File: src/rtl/pc_gen.sv
// pc_gen: parametrised program-counter generator.
// Holds the architectural PC, produces PC+INC through a grouped
// carry-lookahead adder, resolves conditional PC-relative and
// register-indirect branches, and supports stall and a sticky HALTED state.
// WIDTH must be a multiple of CLA_W and wider than OFF_W.
module pc_gen #(
  parameter int              WIDTH     = 16,
  parameter int              CLA_W     = 4,
  parameter int              INC       = 2,
  parameter int              OFF_W     = 9,
  parameter logic [WIDTH-1:0] RESET_VEC = '0
) (
  input  logic             clk,
  input  logic             rst_n,
  input  logic             stall,
  input  logic             halt,
  input  logic             br_valid,
  input  logic             br_reg,
  input  logic [2:0]       cond,
  input  logic [2:0]       flags,
  input  logic [OFF_W-1:0] offset,
  input  logic [WIDTH-1:0] reg_target,
  output logic [WIDTH-1:0] pc_out,
  output logic [WIDTH-1:0] pc_plus,
  output logic             taken,
  output logic             halted
);

  localparam int NGRP = WIDTH / CLA_W;

  typedef enum logic {
    RUN    = 1'b0,
    HALTED = 1'b1
  } state_t;

  state_t           state;
  logic [WIDTH-1:0] pc_reg;
  logic [WIDTH-1:0] inc_val;
  logic [WIDTH-1:0] rel_disp;
  logic [WIDTH-1:0] rel_target;
  logic [WIDTH-1:0] target;
  logic             cond_met;
  logic             flag_z;
  logic             flag_v;
  logic             flag_n;

  // Grouped carry-lookahead adder: each CLA_W-bit group forms its own
  // generate/propagate pair, and group carries chain from the group
  // below. The carry out of the top group is never formed, so sums
  // wrap modulo 2^WIDTH.
  function automatic logic [WIDTH-1:0] cla_add(input logic [WIDTH-1:0] a,
                                               input logic [WIDTH-1:0] b);
    logic [WIDTH-1:0] g;
    logic [WIDTH-1:0] p;
    logic [WIDTH-1:0] sum;
    logic [NGRP-1:0]  gcarry;
    logic             c;
    logic             grp_g;
    logic             grp_p;
    g      = a & b;
    p      = a ^ b;
    sum    = '0;
    gcarry = '0;
    for (int k = 0; k < NGRP; k++) begin
      grp_g = 1'b0;
      grp_p = 1'b1;
      c     = gcarry[k];
      for (int i = 0; i < CLA_W; i++) begin
        sum[k*CLA_W+i] = p[k*CLA_W+i] ^ c;
        c              = g[k*CLA_W+i] | (p[k*CLA_W+i] & c);
        grp_g          = g[k*CLA_W+i] | (p[k*CLA_W+i] & grp_g);
        grp_p          = grp_p & p[k*CLA_W+i];
      end
      if (k < NGRP - 1) begin
        gcarry[k+1] = grp_g | (grp_p & gcarry[k]);
      end
    end
    return sum;
  endfunction

  assign {flag_z, flag_v, flag_n} = flags;

  assign inc_val    = WIDTH'(INC);
  assign pc_plus    = cla_add(pc_reg, inc_val);
  assign rel_disp   = {{(WIDTH-OFF_W-1){offset[OFF_W-1]}}, offset, 1'b0};
  assign rel_target = cla_add(pc_plus, rel_disp);
  assign target     = br_reg ? reg_target : rel_target;
  assign pc_out     = pc_reg;

  // Condition evaluation against the {Z,V,N} flag register.
  always_comb begin
    cond_met = 1'b0;
    case (cond)
      3'b000:  cond_met = ~flag_z;
      3'b001:  cond_met = flag_z;
      3'b010:  cond_met = ~flag_z & ~flag_n;
      3'b011:  cond_met = flag_n;
      3'b100:  cond_met = flag_z | ~flag_n;
      3'b101:  cond_met = flag_n | flag_z;
      3'b110:  cond_met = flag_v;
      default: cond_met = 1'b1;
    endcase
  end

  // A branch redirects only while running and only if no HLT sits at
  // the same address; stall is deliberately not folded in here.
  assign taken = (state == RUN) & br_valid & cond_met & ~halt;

  // PC and run/halt state update; stall outranks halt so a stalled HLT
  // is simply retried on the next unstalled cycle.
  always_ff @(posedge clk) begin
    if (!rst_n) begin
      pc_reg <= RESET_VEC;
      state  <= RUN;
      halted <= 1'b0;
    end else if (state == HALTED) begin
      pc_reg <= pc_reg;
    end else if (stall) begin
      pc_reg <= pc_reg;
    end else if (halt) begin
      state  <= HALTED;
      halted <= 1'b1;
    end else if (taken) begin
      pc_reg <= target;
    end else begin
      pc_reg <= pc_plus;
    end
  end

endmodule
File: config.mk
export PLATFORM = sky130hd
export DESIGN_NAME = pc_gen
export DESIGN_NICKNAME = d
export VERILOG_FILES = /design/src/rtl/pc_gen.sv
export SDC_FILE = /design/constraint.sdc
export NUM_CORES = 1
export LEC_CHECK = 0
export CORE_UTILIZATION = 44
export DETAILED_ROUTE_END_ITERATION = 10
export PLACE_DENSITY_LB_ADDON = 0.1
export REMOVE_ABC_BUFFERS = 1
export SETUP_SLACK_MARGIN = 0.1
export SLEW_MARGIN = 40
export SYNTH_ARGS = -nofsm -noshare
export SYNTH_HDL_FRONTEND = slang
export SYNTH_SLANG_ARGS = --single-unit
File: constraint.sdc
create_clock -name clk -period 6 [get_ports clk]
set_clock_uncertainty 0.2 [all_clocks]
set_input_delay 0.9 -clock clk [delete_from_list [all_inputs] [get_ports clk]]
set_output_delay 0.9 -clock clk [all_outputs]
set_load 0.005 [all_outputs]
After elaboration in Yosys (flattened, before gate mapping)
Index checks and enable logic that the tools add are counted.
{"block": "word_totals", "elab_cells": 128, "regBits": 18}
{"block": "op_classes", "mux": 6, "bitwise_logic": 108, "eq_ne": 6, "reduce_logical": 4}
{"operator": "1-bit AND", "n": 49}
{"operator": "16-bit two-way mux", "n": 2}
{"operator": "1-bit XOR", "n": 29}
{"operator": "1-bit bitwise OR", "n": 22}
{"operator": "16-bit XOR", "n": 1}
{"operator": "15-bit AND", "n": 1}
{"operator": "3-bit == test, second input constant", "n": 3}
{"operator": "1-bit one-hot mux with 7 select lines", "n": 1}
{"operator": "3-bit by 2-bit == test with 1-bit output, second input constant", "n": 2}
{"operator": "1-bit NOT", "n": 6}
{"operator": "3-bit AND reduction", "n": 2}
{"operator": "4-bit AND reduction", "n": 1}
{"operator": "3-bit by 1-bit == test with 1-bit output, second input constant", "n": 1}
{"operator": "3-bit logical NOT", "n": 1}
{"operator": "1-bit two-way mux", "n": 3}

Logic depth before layout (Yosys ltp)
{"block": "logic_depth", "depth_word": 29, "ltp_mapped": 20}

Least setup slack after synthesis
Ideal clock, no wire load.
{"block": "synth_path", "kind": "register to register", "startpoint": "register pc_reg[1], in the netlist pc_out[1]", "endpoint": "register pc_reg[15], in the netlist pc_out[15]", "setup_ps": 117, "period_less_slack_ps": 4641, "t_required_ps": 5683, "path_slack_ps": 1359, "stages_incl_launch_ff": 21, "path_buffers": 0, "arrival_ps": 4323, "path_cell_list": "dfxtp_1 > ha_1 > ha_1 > and2_1 > and4_1 > ha_1 > ha_1 > ha_1 > xor2_1 > ha_1 > nand4_1 > o21a_1 > fa_1 > fa_1 > fa_1 > xnor2_1 > xnor2_1 > nor2_1 > a21oi_1 > mux2i_1 > a32o_1"}
{"block": "synth_via", "elab_cells_between_ends": 67, "cone_classes": "mux (2); bitwise (65)"}
{"element": "from (decl)", "line_no": "37", "rtl": "logic [WIDTH-1:0] pc_reg;"}
{"element": "from (signal assigned)", "line_no": "117", "rtl": "pc_reg <= pc_reg;"}
{"element": "from (signal assigned)", "line_no": "119", "rtl": "pc_reg <= pc_reg;"}
{"element": "from (signal assigned)", "line_no": "124", "rtl": "pc_reg <= target;"}
{"element": "1-bit AND (*) (2 in series)", "line_no": "71", "rtl": "grp_g = g[k*CLA_W+i] | (p[k*CLA_W+i] & grp_g);"}
{"element": "1-bit AND (*)", "line_no": "75", "rtl": "gcarry[k+1] = grp_g | (grp_p & gcarry[k]);"}
{"element": "1-bit AND (*) (3 in series)", "line_no": "70", "rtl": "c = g[k*CLA_W+i] | (p[k*CLA_W+i] & c);"}
{"element": "1-bit XOR (*)", "line_no": "69", "rtl": "sum[k*CLA_W+i] = p[k*CLA_W+i] ^ c;"}
{"element": "via pc_plus[11]", "line_no": "24", "rtl": "output logic [WIDTH-1:0] pc_plus,"}
{"element": "16-bit XOR", "line_no": "61", "rtl": "p = a ^ b;"}
{"element": "1-bit AND, on equally long branches", "line_no": "71, 72"}
{"element": "1-bit bitwise OR or 1-bit AND (tied branches)", "line_no": "71, 75"}
{"element": "(+2 left out)"}
{"element": "1-bit bitwise OR (*)", "line_no": "70"}
{"element": "1-bit AND (*)", "line_no": "70"}
{"element": "1-bit bitwise OR (*)", "line_no": "70"}
{"element": "1-bit AND (*)", "line_no": "70"}
{"element": "1-bit bitwise OR (*)", "line_no": "70"}
{"element": "1-bit XOR (*)", "line_no": "69"}
{"element": "16-bit two-way mux (*)", "line_no": "87", "rtl": "assign target = br_reg ? reg_target : rel_target;"}
{"element": "16-bit two-way mux (*)", "line_no": "123", "rtl": "end else if (taken) begin"}
The timed path passes the listed nets; every way through them passes the cells marked *.
A chain may end at the register's enable or synchronous reset.

Final worst setup path
{"block": "layout_path", "startpoint": "input offset[0]", "endpoint": "register pc_reg[15], in the netlist pc_out[15]"}
{"block": "layout_via", "elab_chain_cells": 20, "elab_cells_between_ends": 21, "cone_classes": "mux (2); bitwise (19)"}
{"element": "from (decl)", "line_no": "21", "rtl": "input logic [OFF_W-1:0] offset,"}
{"element": "16-bit XOR", "line_no": "61"}
{"element": "1-bit AND", "line_no": "71"}
{"element": "1-bit bitwise OR (*)", "line_no": "71"}
{"element": "1-bit AND (*)", "line_no": "71"}
{"element": "1-bit bitwise OR (*)", "line_no": "71"}
{"element": "1-bit AND (*)", "line_no": "71"}
{"element": "1-bit bitwise OR (*)", "line_no": "71"}
{"element": "1-bit AND (*)", "line_no": "75"}
{"element": "(+4 left out)"}
{"element": "1-bit bitwise OR (*)", "line_no": "70"}
{"element": "1-bit AND (*)", "line_no": "70"}
{"element": "1-bit bitwise OR (*)", "line_no": "70"}
{"element": "1-bit AND (*)", "line_no": "70"}
{"element": "1-bit bitwise OR (*)", "line_no": "70"}
{"element": "1-bit XOR (*)", "line_no": "69"}
{"element": "16-bit two-way mux (*)", "line_no": "87"}
{"element": "16-bit two-way mux (*)", "line_no": "123"}
{"element": "to (signal assigned)", "line_no": "119"}
{"element": "to (signal assigned)", "line_no": "124"}
{"element": "to (signal assigned)", "line_no": "126", "rtl": "pc_reg <= pc_plus;"}
Mark *: on every way between the ends. The rest lies on a longest branch, timed or not.

==> metrics.md <==
| Metric | Value |
|---|---|
| Routability cong. | `0.752` |
| Buffers on Ports | `70` |
| Die ar. | `4250 um^2` |
| Outcome | `complete, no violations` |
| Die Y | `65.2 um` |
| Hold-fix buffers, CTS | `0` |
| Storage element area | `360 um^2` |
| CP Launch Point | `offset[0]` |
| Post-route ant nets | `0` |
| Int Pwr | `0.000232 W` |
| R2R Path Start | `pc_out[1]` |
| # DRC | `0` |
| CP required | `5.95 ns` |
| Synth unique cells | `37` |
| Average size of a mapped cell | `8.21 um^2` |
| Setup violators final | `0` |
| Pre-antenna DRT Iters | `4` |
| Final Max Tran Viols | `0` |
| GR Overflow Total | `0` |
| Power Density | `127 nW/um^2` |
| Slew at the pin closest to its max-slew limit | `0.524 ns` |
| Crit share post-route | `83.6%` |
| CTS Buffer Depth | `2` |
| GRT Total Usage | `23.7%` |
| Post-CTS Setup Inserts | `0` |
| Share of post-route cells with drive strength above 1 | `5.04%` |
| Max FO, Critical Path | `2` |
| Max_cap viols | `0` |
| Switching share of total power | `27.7%` |
| Routed via count | `1783` |
| Top Ports | `71` |
| Crit. End Element | `flip-flop` |
| CTS sink cnt | `18` |
| Max Freq | `199 MHz` |
| Num CTS Buffers | `3` |
| Post-CTS sizing | `0` |
| Number of flops mapped to enable cells by yosys | `0` |
| HPWL after DPL | `3.45 mm` |
| Worst Hold Class | `flip-flop to flip-flop` |
| Cells after synthesis | `214` |
| Slew margin rel. | `65.0%` |
| Fill cells | `341` |
| WHS Path Cells | `2` |
| Vias per cell | `5.47` |
| Final min period | `5.02 ns` |
| #FFs+latches synth | `18` |
| Fin Hold WS | `0.300 ns` |
| Main flop type after synthesis | `dfxtp_1` |
| Initial DRC Count | `84` |
| Min-delay src | `halted` |
| Multi-input gate area | `1260 um^2` |
| Crit path arrival time | `4.96 ns` |
| Die width | `65.2 um` |
| Initial antenna violation count | `0` |
| Ranking of synthesized cells by area | `dfxtp_1 (20%), ha_1 (14%), fa_1 (13%), nand3_1 (6.3%), inv_1 (4.5%)` |
| Kind of critical path | `input port to flip-flop` |
| Sequential area share after synthesis | `20.5%` |
| Post-synth ARST share | `0%` |
| First-pass GRT wire length | `7.90 mm` |
| Yosys warns | `0` |
| LEAKAGE | `1.03 nW` |
| RSZ-0062 raised after global routing | `false` |
| Starting Density | `47.0%` |
| Area growth from synthesis to layout | `43.4%` |
| Reg2Reg Depth | `20` |
| Clock network fraction of total power | `31.3%` |
| Largest area contributor in the netlist | `dfxtp_1` |
| H-tree depth | `1` |
| Per-cell routed wire length | `14.2 um` |
| Nets | `347` |
| Vias in the first global route | `1693` |
| Clock Latency Late Sink | `0.26 ns` |
| CP startpoint kind | `input port` |
| Switch Pwr | `0.0000886 W` |
| Logic gate share of total power | `29.4%` |
| Worst vdd ir | `0.109 mV` |
| Std cell rows | `22` |
| Yosys top cell area share | `20.5%` |
| Largest net degree at the start of global routing | `29` |
| Core ar. | `3740 um^2` |
| CTS root buf | `clkbuf_8` |
| Final hold violations | `0` |
| TritonCTS clock tree | `yes` |
| TNS Setup | `0 ns` |
| Ant diodes | `0` |
| Reg clk slew, reported paths | `0.07 ns` |
| Sequential Power Share | `39.2%` |
| Final WL | `4.64 mm` |
| Synthesized area | `1760 um^2` |
## flip-flops by register name, indices dropped and copies added, names as in the netlist, named ones only
register / cells
state: 1
pc_out: 15
halted: 1
## placed cells by master (no fill, tap or decap), types with 2 or more instances in the layout
| cell type | Yosys | routed |
|---|---|---|
| mux2i_1 | 4 | 4 |
| nor2b_1 | 3 | 3 |
| a21oi_1 | 8 | 8 |
| a32o_1 | 4 | 4 |
| a21o_1 | 2 | 2 |
| clkbuf_8 | 0 | 4 |
| nand2b_1 | 5 | 5 |
| nand3_1 | 22 | 22 |
| xor2_1 | 4 | 4 |
| o21a_1 | 2 | 2 |
| and4_1 | 2 | 2 |
| mux2_2 | 4 | 4 |
| nand4_1 | 2 | 2 |
| fa_1 | 11 | 11 |
| ha_1 | 20 | 20 |
| dfxtp_1 | 18 | 18 |
| inv_1 | 21 | 21 |
| a31oi_1 | 12 | 12 |
| and2_1 | 2 | 2 |
| o21ai_1 | 5 | 5 |
| clkdlybuf4s50_1 | 0 | 69 |
| o21ai_0 | 8 | 8 |
| nand2_1 | 21 | 21 |
| xnor2_1 | 4 | 4 |
| nor2_1 | 10 | 10 |
## final timing paths
| check | endpoint | slack, ns |
|---|---|---|
| hold / removal | halted | 0.30 |
| setup / recovery | pc_out[15] | 0.98 |
| setup reg to reg | pc_out[15] | 1.01 |
| hold reg to reg | halted | 0.30 |
## metal layers
metal	wire, um	GRT usage (%)	up-vias
li1	-	-	872
met1	2070	31.6	849
met2	2290	40.9	62
met3	270	4.51	0
met4	0	2.45	0
met5	0	0	-
## power by group through the flow
stage / Sequential, W / Clock (W) / Combinational, W
3_5_place_dp: 0.000128 / 0 / 0.0000949
3_3_place_gp: 0.000128 / 0 / 0.0000946
6_report: 0.000126 / 0.000100 / 0.0000943
2_1_floorplan: 0.000128 / 0 / 0.0000433
4_1_cts: 0.000126 / 0.000102 / 0.0000957
5_1_grt: 0.000126 / 0.000108 / 0.000106
## cell type report
cell class	count	area share, %
clock buffer	4	2.18
sequential	18	14.3
inverter	22	3.28
multi-input combinational	163	50.0
timing repair buffer	71	27.9
tap	48	2.38
## worst max-delay path, stage by stage
cell and delay [ns]:
clkdlybuf4s50_1 0.47, ha_1 0.16, fa_1 0.16, inv_1 0.05
fa_1 0.40, nor2b_1 0.14, o21a_1 0.12, o21ai_1 0.05
nand2b_1 0.08, a21oi_1 0.11, o21a_1 0.24, fa_1 0.44
fa_1 0.44, fa_1 0.41, xnor2_1 0.18, xnor2_1 0.14
nor2_1 0.05, a21oi_1 0.13, mux2i_1 0.08, a32o_1 0.21
## synthesized netlist by cell type (5+ instances only)
cell type  count
a21oi_1        8
o21ai_0        8
nand2b_1       5
nor2_1        10
dfxtp_1       18
inv_1         21
a31oi_1       12
fa_1          11
o21ai_1        5
clkbuf_1       6
nand2_1       21
ha_1          20
nand3_1       22
## cell families after synthesis
| kind of cell | after synthesis | share of synthesized area, % |
|---|---|---|
| buffers and inverters | 33 | 7.83 |
| flip-flops | 18 | 20.5 |
| AND/OR/NAND/NOR | 72 | 20.4 |
| multiplexers | 8 | 4.84 |
| XOR/XNOR | 8 | 3.99 |
| adder cells (fa/ha/maj) | 31 | 26.8 |
| AO/OA/AOI/OAI | 44 | 15.7 |
## stage by stage
step	total power [W]	worst slack [ns]	instance area [um^2]	cells	utilization, %
floorplan	0.000171	1.36	1700	203	-
global placement	0.000223	0.827	2470	322	66.0
detailed placement	0.000223	0.733	2470	322	65.9
CTS	0.000323	0.974	2520	326	67.3
global route	0.000339	0.751	2520	326	67.3
finish	0.000321	0.985	2520	326	67.3
(Power assumes the default switching activity.)
